<file path="config.mk">
export PLATFORM = sky130hd
export DESIGN_NAME = cordic_phase_gen
export DESIGN_NICKNAME = d
export VERILOG_FILES = /design/src/rtl/cordic_pkg.sv /design/src/rtl/cordic_flag_delay.sv /design/src/rtl/cordic_phase_gen.sv
export SDC_FILE = /design/constraint.sdc
export NUM_CORES = 1
export LEC_CHECK = 0
export CAP_MARGIN = 20
export CORE_UTILIZATION = 44
export DETAILED_ROUTE_END_ITERATION = 6
export MAX_ROUTING_LAYER = met4
export PLACE_DENSITY = 0.69
export SKIP_LAST_GASP = 1
export SYNTH_ARGS = -nofsm -noshare
export SYNTH_HDL_FRONTEND = slang
export SYNTH_SLANG_ARGS = --single-unit
</file>
<file path="constraint.sdc">
create_clock -name clock -period 9.5 [get_ports clock]
set_input_delay 1.425 -clock clock [delete_from_list [all_inputs] [get_ports clock]]
set_output_delay 1.425 -clock clock [all_outputs]
set_load 0.02 [all_outputs]
</file>
<file path="src/rtl/cordic_pkg.sv">
// Shared constants, payload type and fixed-point helpers for the CORDIC phase generator.
// Angles are signed W:10 fixed point (radians * 1024).
package cordic_pkg;

    localparam int unsigned FXP_FRAC     = 10;
    localparam int unsigned W            = 12;
    localparam int unsigned ACC_W        = 14;
    localparam int unsigned PIPE_LATENCY = 15;

    localparam logic signed [ACC_W-1:0] PI_FXP          = 14'sd3217;
    localparam logic signed [ACC_W-1:0] NEG_PI_FXP      = -14'sd3217;
    localparam logic signed [ACC_W-1:0] HALF_PI_FXP     = 14'sd1608;
    localparam logic signed [ACC_W-1:0] NEG_HALF_PI_FXP = -14'sd1608;
    localparam logic signed [ACC_W-1:0] TWO_PI_FXP      = 14'sd6434;

    // Folded angle plus the flag telling the back end to negate cos.
    typedef struct packed {
        logic                neg;
        logic signed [W-1:0] angle;
    } fold_t;

    // Bring a phase sum back into [-pi, pi); one correction suffices since |freq| < pi.
    function automatic logic signed [ACC_W-1:0] wrap(input logic signed [ACC_W-1:0] s);
        logic signed [ACC_W-1:0] r;
        r = s;
        if (s >= PI_FXP) begin
            r = s - TWO_PI_FXP;
        end else if (s < NEG_PI_FXP) begin
            r = s + TWO_PI_FXP;
        end
        return r;
    endfunction

    // Reflect the outer half-circle into [-pi/2, pi/2]; sin is preserved, cos flips sign.
    function automatic fold_t fold(input logic signed [ACC_W-1:0] p);
        logic signed [ACC_W-1:0] r;
        fold_t                   f;
        r     = p;
        f.neg = 1'b0;
        if (p > HALF_PI_FXP) begin
            r     = PI_FXP - p;
            f.neg = 1'b1;
        end else if (p < NEG_HALF_PI_FXP) begin
            r     = NEG_PI_FXP - p;
            f.neg = 1'b1;
        end
        f.angle = W'(r);
        return f;
    endfunction

endpackage

</file>
<file path="src/rtl/cordic_flag_delay.sv">
// Clock-enabled shift register used to align side-band flags with the CORDIC pipeline.
// Ports: clk, rst_n (async active-low), ce_i (shift enable), d_i (flag in), q_o (flag DEPTH ce cycles later).
module cordic_flag_delay #(
    parameter int unsigned DEPTH = 15,
    parameter int unsigned WIDTH = 1
) (
    input  logic             clk,
    input  logic             rst_n,
    input  logic             ce_i,
    input  logic [WIDTH-1:0] d_i,
    output logic [WIDTH-1:0] q_o
);

    logic [DEPTH-1:0][WIDTH-1:0] sr_q;
    logic [DEPTH-1:0][WIDTH-1:0] sr_d;

    // Shift toward the tail only on enabled cycles.
    always_comb begin
        sr_d = sr_q;
        if (ce_i) begin
            sr_d = {sr_q[DEPTH-2:0], d_i};
        end
    end

    always_ff @(posedge clk or negedge rst_n) begin
        if (!rst_n) begin
            sr_q <= '0;
        end else begin
            sr_q <= sr_d;
        end
    end

    assign q_o = sr_q[DEPTH-1];

endmodule

</file>
<file path="src/rtl/cordic_phase_gen.sv">
// NCO front end: accumulates a signed frequency word, wraps the phase into [-pi, pi),
// folds it into [-pi/2, pi/2] for the CORDIC angle input and delays the cos-negate flag
// to line up with the pipeline outputs.
// Ports: clock, reset_n (async active-low), ce, freq_in/freq_load (frequency word),
//        phase_clr (zero the accumulator), angle_out/angle_valid (folded angle),
//        cos_neg_dly (cos-negate flag, PIPE_LATENCY ce cycles behind angle_out).
module cordic_phase_gen
    import cordic_pkg::*;
(
    input  logic                clock,
    input  logic                reset_n,
    input  logic                ce,
    input  logic signed [W-1:0] freq_in,
    input  logic                freq_load,
    input  logic                phase_clr,
    output logic signed [W-1:0] angle_out,
    output logic                angle_valid,
    output logic                cos_neg_dly
);

    logic signed [ACC_W-1:0] phase_q, phase_d;
    logic signed [ACC_W-1:0] freq_q,  freq_d;
    logic signed [W-1:0]     angle_q, angle_d;
    logic                    neg_q,   neg_d;
    logic                    valid_q, valid_d;
    fold_t                   fold_c;

    // Output is taken from the pre-update phase, so the first sample after a clear is 0.
    always_comb begin
        phase_d = phase_q;
        freq_d  = freq_q;
        angle_d = angle_q;
        neg_d   = neg_q;
        valid_d = valid_q;
        fold_c  = fold(phase_q);
        if (ce) begin
            angle_d = fold_c.angle;
            neg_d   = fold_c.neg;
            valid_d = 1'b1;
            phase_d = phase_clr ? '0 : wrap(phase_q + freq_q);
            if (freq_load) begin
                freq_d = ACC_W'(freq_in);
            end
        end
    end

    always_ff @(posedge clock or negedge reset_n) begin
        if (!reset_n) begin
            phase_q <= '0;
            freq_q  <= '0;
            angle_q <= '0;
            neg_q   <= 1'b0;
            valid_q <= 1'b0;
        end else begin
            phase_q <= phase_d;
            freq_q  <= freq_d;
            angle_q <= angle_d;
            neg_q   <= neg_d;
            valid_q <= valid_d;
        end
    end

    cordic_flag_delay #(
        .DEPTH (PIPE_LATENCY),
        .WIDTH (1)
    ) u_neg_dly (
        .clk   (clock),
        .rst_n (reset_n),
        .ce_i  (ce),
        .d_i   (neg_q),
        .q_o   (cos_neg_dly)
    );

    assign angle_out   = angle_q;
    assign angle_valid = valid_q;

endmodule
</file>
==> flow_metrics.tcl, run 1 <==
set metrics [dict create \
    pin_count 31 \
    clk_pin_slew_ns 0.11 \
    critPathTopFamily "compound AO/OA/AOI/OAI gates" \
    netSwitchingFraction_pct 48.2 \
    grt_use_total_pct 19.1 \
    seqPwrFrac_pct 23.6 \
    cts_made_buffers 5 \
    cts_setup_buffers 0 \
    synthFlopType "dfrtp_1" \
    synth_fp_nets 438 \
    rsz0062_at_grt "false" \
    cts_root_buffer "clkbuf_8" \
    post-route-cell-area_mm2 0.00443 \
    required_ns 9.71 \
    fin_util_pct 50.8 \
    syn_to_final_growth_pct 11.6 \
    cp_slowest_cell "o31a_1" \
    portBuffers 30 \
    crit_fanout 15 \
    clk_latency_ns 0.32 \
    start_kind "register" \
    gr-total-overflow 0 \
    cpPeakStageDelay_ns 0.56 \
    crit_buf_inv 1 \
    synth_edf_count 0 \
    cp-end-kind "register" \
    cts-hold-fix-buffers 0 \
    placeableCoreArea_mm2 0.00872 \
    grt_max_degree 56 \
    max_slew_margin_pct 29.3 \
    synth_cell_type_count 80 \
    synth_async_sr_flop_share_pct 100 \
    critPathKind "register to register" \
    routed-via-count 3059 \
    p_sw_w 0.000827 \
    cts_tree "done" \
    clkPwrFrac_pct 8.4 \
    vias_per_cell 5.73 \
    clk_path_buf_depth 2 \
    worstMarginPinSlew_ns 1.05 \
    postRouteAntennaNets 0 \
    seq_area_frac_synth_pct 34.6 \
    timing_hold_violations_final 0 \
    drv_cap 0 \
    slew_violations 0 \
    fin_setup_tns_ns 0 \
    peakVddDrop_uv 140 \
    timing.fmax_mhz 272 \
    die_width_um 97.0 \
    diodes 0 \
    totalWireLength_mm 8.58 \
    h-tree-depth 2 \
    die_h_um 97.0 \
    avgSynthCellArea_um2 9.96 \
    start_util_pct 45.6 \
    hpwl_mm 6.38 \
    drtPass1Iterations 4 \
    leakagePower_nw 1.80 \
    place_congestion 0.953 \
    power.total_w 0.00172 \
    drive_gt1_share_pct 16.9 \
    cts_resized 0 \
    skew_ns 0.0134 \
    p_int_w 0.000890 \
    drc 0 \
    hold_class "register to register" \
    finalSetupViolations 0 \
    power_frac_comb_pct 67.9 \
    period_needed_ns 3.68 \
    crit_chain "ha_1 > inv_1 > fa_1 > nor2b_2 > o31ai_4 > a2111oi_0 > a311oi_2 > o211ai_1 > o31a_1 > a32oi_1 > xnor2_1 > a22o_1" \
    grt_pass1_wl_mm 14.4 \
    drt_iter0_drc 180 \
    grt_pass1_vias 2921 \
    whs_ns 0.471 \
    power_density_mw_per_mm2 387 \
    rows 34 \
    wl_per_cell_um 16.1 \
    final_net_count 464 \
    synth_area_mm2 0.00397 \
    place_area_mm2 0.00434 \
    timing.final.crit_share_pct 38.7 \
    clkSinkCount 55 \
    worst_ep_arrival_time_ns 3.89 \
    synthCells 399 \
    outcome "finished, final reports clean" \
    yosys_warnings 0 \
    die_area_mm2 0.00941 \
    ys_ff_latch 55 \
    antenna_found_initial 0 \
]
==> synth_stat cells (4+ instances only) <==
library cell | count | area (µm²)
inv_1 | 19 | 71.3
nor3_1 | 7 | 35.0
a21o_1 | 6 | 45.0
nand2b_1 | 4 | 25.0
o211ai_1 | 4 | 30.0
o21ai_0 | 13 | 65.1
xor2_1 | 9 | 78.8
clkbuf_1 | 8 | 30.0
o21a_1 | 5 | 37.5
ha_1 | 21 | 263
nand2_1 | 25 | 93.8
a31oi_1 | 5 | 31.3
xnor2_1 | 20 | 175
mux2_2 | 35 | 394
nor2_1 | 32 | 120
a21oi_1 | 20 | 100
o22ai_1 | 4 | 25.0
dfrtp_1 | 55 | 1380
a21boi_0 | 6 | 45.0
o221ai_1 | 4 | 35.0
nand3_1 | 12 | 60.1
==> path summary, 6_finish.rpt <==
| kind | from | to | slack (ns) | cells after the start |
|---|---|---|---|---|
| max | phase_q[0]$_DFFE_PN0P_ | phase_q[11]$_DFFE_PN0P_ | 5.82 | 12 |
| max reg2reg | phase_q[0]$_DFFE_PN0P_ | phase_q[11]$_DFFE_PN0P_ | 5.82 | 12 |
| min | angle_valid$_DFFE_PN0P_ | angle_valid$_DFFE_PN0P_ | 0.47 | 1 |
| max in group asynchronous | reset_n | phase_q[5]$_DFFE_PN0P_ | 7.82 | 2 |
| min reg2reg | angle_valid$_DFFE_PN0P_ | angle_valid$_DFFE_PN0P_ | 0.47 | 1 |
| min in group asynchronous | reset_n | freq_q[11]$_DFFE_PN0P_ | 1.22 | 2 |
==> sequential cells by signal (all words and copies together), names as in the netlist <==
register,cells
angle_out,12
angle_valid,1
freq_q,12
neg_q,1
phase_q,14
u_neg_dly.q_o,1
u_neg_dly.sr_q,14
==> cells by family after synthesis <==
family | Yosys count | synth area share (%)
AOI/OAI and AO/OA | 119 | 24.1
xor gates and xnor gates | 30 | 7.09
adders and majority gates | 22 | 7.12
buffers and inverters | 33 | 3.81
DFF | 55 | 34.6
muxes | 36 | 10.2
and+or+nand+nor | 104 | 13.0
==> layer usage <==
metal  global-route usage (%)  wire length [µm]  vias to the layer above
li1                         -                 -                     1530
met1                     26.7              4330                     1476
met2                     29.6              3970                       46
met3                     2.89               225                        7
met4                     3.67                51                        0
met5                        -                 0                        -
==> worst register-to-register path, stage by stage, from the launching register on <==
cell and delay, ns:
dfrtp_1 0.45, ha_1 0.25, inv_1 0.07, fa_1 0.41
nor2b_2 0.19, o31ai_4 0.11, a2111oi_0 0.47, a311oi_2 0.19
o211ai_1 0.24, o31a_1 0.56, a32oi_1 0.23, xnor2_1 0.19
a22o_1 0.20
==> cell usage in the layout, fill, tap and decap left out, types with 7 or more instances in the layout <==
master	count
clkdlybuf4s50_1	28
nor3_1	7
xnor2_1	20
nand2_1	25
mux2_2	35
dfrtp_1	55
nor2_1	32
inv_1	19
xor2_1	9
a21oi_1	20
ha_1	21
o21ai_0	13
nand3_1	12
==> layout make-up <==
class | instances | area [µm²]
timing repair buffer | 32 | 305
inverter | 20 | 75.1
tap | 108 | 135
clock buffer | 5 | 68.8
fill | 822 | 4290
sequential | 55 | 1380
clock inverter | 3 | 27.5
multi-input combinational | 311 | 2440
==> through the flow <==
step           worst slack, ns  cells
2_1_floorplan             6.35    399
3_3_place_gp              5.96    526
3_5_place_dp              5.90    526
4_1_cts                   5.87    534
5_1_grt                   5.60    534
6_report                  5.82    534
==> power groups by stage <==
stage / Clock (W) / Combinational, W / Sequential, W
2_1_floorplan: 0 / 0.000896 / 0.000414
3_3_place_gp: 0 / 0.00113 / 0.000405
3_5_place_dp: 0 / 0.00115 / 0.000410
4_1_cts: 0.000149 / 0.00116 / 0.000405
5_1_grt: 0.000155 / 0.00128 / 0.000421
6_report: 0.000144 / 0.00117 / 0.000406
(Power assumes the default switching activity.)
==> run 2: changes to the inputs <==
- clock period: 9.5 -> 3.45 ns (I/O delays scaled with it)
==> flow_metrics.tcl, run 2 (synthesis results as in run 1) <==
set metrics [dict create \
    outcome "finished, final reports clean" \
    netSwitchingFraction_pct 46.4 \
    start_util_pct 45.6 \
    required_ns 3.66 \
    routed-via-count 3169 \
    h-tree-depth 2 \
    power.total_w 0.00497 \
    vias_per_cell 5.71 \
    period_needed_ns 3.26 \
    leakagePower_nw 1.92 \
    clk_latency_ns 0.31 \
    seqPwrFrac_pct 21.6 \
    timing.final.crit_share_pct 94.6 \
    pin_count 31 \
    worst_ep_arrival_time_ns 3.47 \
    drive_gt1_share_pct 21.3 \
    worstMarginPinSlew_ns 0.902 \
    drv_cap 0 \
    largestRegisters "phase_q (14), u_neg_dly.sr_q (14)" \
    drt_iter0_drc 177 \
    power_frac_comb_pct 70.7 \
    final_net_count 485 \
    crit_fanout 15 \
    die_h_um 97.0 \
    post-route-cell-area_mm2 0.00460 \
    clk_path_buf_depth 2 \
    cp-end-kind "register" \
    portBuffers 30 \
    placeableCoreArea_mm2 0.00872 \
    critPathKind "register to register" \
    grt_pass1_vias 3047 \
    skew_ns 0.00327 \
    wl_per_cell_um 16.3 \
    cts_root_buffer "clkbuf_8" \
    hold_class "input pin to asynchronous set/reset pin" \
    gr-total-overflow 0 \
    place_area_mm2 0.00447 \
    die_width_um 97.0 \
    grt_use_total_pct 20.5 \
    cts-hold-fix-buffers 0 \
    hpwl_mm 7.10 \
    peakVddDrop_uv 423 \
    clkSinkCount 55 \
    slew_violations 0 \
    die_area_mm2 0.00941 \
    rrSetupSlack_ns 0.19 \
    power_density_mw_per_mm2 1080 \
    max_slew_margin_pct 39.8 \
    clkPwrFrac_pct 7.6 \
    grt_pass1_wl_mm 15.1 \
    finalSetupViolations 0 \
    setup_ws_ns 0.188 \
    timing.fmax_mhz 307 \
    postRouteAntennaNets 0 \
    antenna_found_initial 0 \
    timing_hold_violations_final 0 \
    fin_util_pct 52.8 \
    final_cell_mix "dfrtp_1 (55), mux2_2 (35), nor2_1 (32)" \
    fillers 806 \
    syn_to_final_growth_pct 15.9 \
    p_sw_w 0.00231 \
    totalWireLength_mm 9.07 \
    cts_made_buffers 5 \
    start_kind "register" \
    fin_setup_tns_ns 0 \
    place_congestion 0.878 \
    diodes 0 \
    rows 34 \
    drtPass1Iterations 4 \
    clk_pin_slew_ns 0.10 \
    rsz0062_at_grt "false" \
    layout_commonest_cell "dfrtp_1" \
    grt_max_degree 39 \
    drc 0 \
    p_int_w 0.00266 \
    cts_tree "done" \
    pre_cts_ws_ns 0.0690 \
]
run 2: final timing paths:
kind                                         startpoint                             to  cells past startpoint
worst min register to register  angle_valid$_DFFE_PN0P_        angle_valid$_DFFE_PN0P_                      1
worst max-delay path             phase_q[0]$_DFFE_PN0P_         phase_q[2]$_DFFE_PN0P_                     11
min in group clock              angle_valid$_DFFE_PN0P_        angle_valid$_DFFE_PN0P_                      1
worst max register to register   phase_q[0]$_DFFE_PN0P_         phase_q[2]$_DFFE_PN0P_                     11
worst min-delay path                            reset_n      angle_out[11]$_DFFE_PN0P_                      1
max in group asynchronous                       reset_n  u_neg_dly.sr_q[8]$_DFFE_PN0P_                      2
run 2: layer usage:
metal | GRT usage (%) | part of all wire, % | vias up | wire length (µm)
met5 | - | 0 | - | 0
met4 | 6.77 | 1.7 | 0 | 155
met3 | 2.89 | 3.3 | 13 | 297
met2 | 31.5 | 46 | 60 | 4140
met1 | 27.9 | 49 | 1519 | 4470
li1 | - | - | 1577 | -
run 2: layout make-up:
class | count | area, µm² | share of cell area (%)
inverter | 20 | 75.1 | 1.63
sequential | 55 | 1380 | 29.9
timing repair buffer | 53 | 463 | 10.1
clock inverter | 3 | 23.8 | 0.516
clock buffer | 5 | 68.8 | 1.49
tap | 108 | 135 | 2.93
multi-input combinational | 311 | 2460 | 53.5
run 2: timing repair:
action,in CTS,in global routing
setup endpoints to repair,0,13
setup buffers,0,3
resized for setup,0,4
run 2: worst max-delay path: stages, from the launching register on:
cell and delay [ns]:
dfrtp_1 0.36, ha_1 0.22, inv_1 0.07, fa_1 0.43, nor2b_2 0.20, o31ai_4 0.10
a21o_4 0.25, a311oi_4 0.29, nand2_1 0.16, o31a_4 0.46, a221o_1 0.36, a32o_1 0.24
run 2: metrics by stage:
stage | instances | hold slack (ns)
floorplan | 399 | 0.222
global placement | 544 | 0.449
detailed placement | 544 | 0.466
CTS | 552 | 0.342
global route | 555 | 0.376
finish | 555 | 0.315
run 2: power groups by stage:
stage	registers (W)	clock network (W)	logic, W
floorplan	0.00114	0	0.00247
global placement	0.00108	0	0.00336
global route	0.00111	0.000413	0.00386
detailed placement	0.00109	0	0.00339
finish	0.00107	0.000379	0.00351
CTS	0.00107	0.000389	0.00341
==> run 3: changes to the inputs <==
- CORE_MARGIN: unset -> 4
- CORE_UTILIZATION: 44 -> 59
- PLACE_DENSITY: 0.69 -> 0.87
==> flow_metrics.tcl, run 3 (synthesis results as in run 1) <==
set metrics [dict create \
    outcome "finished, final reports clean" \
    fin_util_pct 70.9 \
    place_area_mm2 0.00440 \
    timing.final.crit_share_pct 95.2 \
    clkPwrFrac_pct 8.7 \
    placeableCoreArea_mm2 0.00646 \
    cts-hold-fix-buffers 0 \
    grt_pass1_vias 3173 \
    cts_made_buffers 5 \
    netSwitchingFraction_pct 46.1 \
    seqPwrFrac_pct 21.6 \
    skew_ns 0.00881 \
    worstMarginPinSlew_ns 0.939 \
    grt_max_degree 43 \
    h-tree-depth 2 \
    hold_class "input pin to asynchronous set/reset pin" \
    antenna_found_initial 0 \
    peakVddDrop_uv 476 \
    period_needed_ns 3.29 \
    portBuffers 30 \
    p_int_w 0.00269 \
    power_frac_comb_pct 69.7 \
    required_ns 3.66 \
    clkSinkCount 55 \
    slew_violations 0 \
    critPathTopFamily "compound AO/OA/AOI/OAI gates" \
    wl_per_cell_um 17.4 \
    cts_root_buffer "clkbuf_8" \
    drc 0 \
    power.total_w 0.00500 \
    seq_area_mm2 0.00138 \
    routed-via-count 3289 \
    die_h_um 90.1 \
    clk_pin_slew_ns 0.10 \
    drt_iter0_drc 325 \
    critPathKind "register to register" \
    start_kind "register" \
    hpwl_mm 6.87 \
    cpPeakStageDelay_ns 0.44 \
    drv_cap 0 \
    final_cell_mix "dfrtp_1 (55), mux2_2 (35), nor2_1 (32)" \
    fin_setup_tns_ns 0 \
    vias_per_cell 6.31 \
    postRouteAntennaNets 0 \
    cts_tree "done" \
    p_sw_w 0.00230 \
    rows 29 \
    place_congestion 0.882 \
    leakagePower_nw 1.91 \
    multi_input_area_mm2 0.00248 \
    cp-end-kind "register" \
    post-route-cell-area_mm2 0.00458 \
    rsz0062_at_grt "false" \
    start_util_pct 61.5 \
    timing_hold_violations_final 0 \
    totalWireLength_mm 9.08 \
    max_slew_margin_pct 37.4 \
    power_density_mw_per_mm2 1090 \
    timing.fmax_mhz 304 \
    grt_use_total_pct 23.1 \
    syn_to_final_growth_pct 15.3 \
    crit_fanout 8 \
    final_net_count 482 \
    grt_pass1_wl_mm 15.2 \
    diodes 0 \
    fillers 480 \
    layout_commonest_cell "dfrtp_1" \
    largestRegisters "phase_q (14), u_neg_dly.sr_q (14)" \
    clk_latency_ns 0.31 \
    die_width_um 90.1 \
    die_area_mm2 0.00811 \
    cp-startpoint "phase_q[0]$_DFFE_PN0P_" \
    clk_path_buf_depth 2 \
    crit_buf_inv 2 \
    pin_count 31 \
    whs_ns 0.334 \
    gr-total-overflow 0 \
    crit_chain "ha_4 > inv_1 > fa_2 > nor2b_2 > o31ai_4 > a21o_4 > a311oi_4 > a221oi_2 > buf_4 > nor3_4 > nor2_1 > a221o_1 > a32o_1" \
    finalSetupViolations 0 \
    drtPass1Iterations 5 \
    worst_ep_arrival_time_ns 3.50 \
    cp_slowest_cell "dfrtp_1" \
    crit-reg2reg-launch "phase_q[0]$_DFFE_PN0P_" \
    drive_gt1_share_pct 21.2 \
]
run 3: cell types whose count changed in the layout (fill, tap and decap cells not counted), sizes merged:
cell	delta
buf	-2
bufinv	+1
clkinv	-1
clkinvlp	-1
run 3: worst paths after layout:
check / to / slack (ns) / depth (start not counted)
max: phase_q[2]$_DFFE_PN0P_ / 0.16 / 13
min: phase_q[12]$_DFFE_PN0P_ / 0.33 / 1
max reg2reg: phase_q[2]$_DFFE_PN0P_ / 0.16 / 13
min reg2reg: angle_valid$_DFFE_PN0P_ / 0.47 / 1
max in group asynchronous: u_neg_dly.sr_q[10]$_DFFE_PN0P_ / 2.38 / 2
min in group clock: angle_valid$_DFFE_PN0P_ / 0.47 / 1
run 3: power by group through the flow:
stage	logic, W	clock network [W]	registers, W
3_3_place_gp	0.00326	0	0.00107
3_5_place_dp	0.00335	0	0.00109
5_1_grt	0.00380	0.000474	0.00111
4_1_cts	0.00338	0.000448	0.00108
2_1_floorplan	0.00247	0	0.00114
6_report	0.00348	0.000435	0.00108
run 3: layout make-up:
cell class,instances,area share (%)
Sequential cell,55,30.0
Clock buffer,6,1.58
Inverter,20,1.64
Timing Repair Buffer,50,9.61
Tap cell,77,2.10
Clock inverter,2,0.847
Multi-Input combinational cell,311,54.2
run 3: what timing repair did:
action	in CTS	in global routing
cloned	0	0
setup endpoints to repair	5	13
pin swaps	0	4
buffers inserted	0	4
gates resized for setup	1	7
run 3: worst register-to-register path, cell delays in order (launching register included):
cell and delay (ns):
dfrtp_1 0.44, ha_4 0.19, inv_1 0.06, fa_2 0.36, nor2b_2 0.20, o31ai_4 0.11
a21o_4 0.25, a311oi_4 0.37, a221oi_2 0.11, buf_4 0.17, nor3_4 0.32, nor2_1 0.08
a221o_1 0.27, a32o_1 0.25
run 3: routing by layer:
metal  routed length, µm  GRT usage [%]  vias up
li1                    -              -     1554
met1                3840           30.3     1605
met2                4530           38.0      112
met3                 556           2.67       18
met4                 154           6.38        0
met5                   0              -        -
run 3: through the flow:
stage | instances | setup WS [ns]
3_3_place_gp | 509 | 0.161
3_5_place_dp | 509 | -0.0220
5_1_grt | 521 | 0.0233
4_1_cts | 517 | 0.0238
2_1_floorplan | 399 | 0.300
6_report | 521 | 0.164
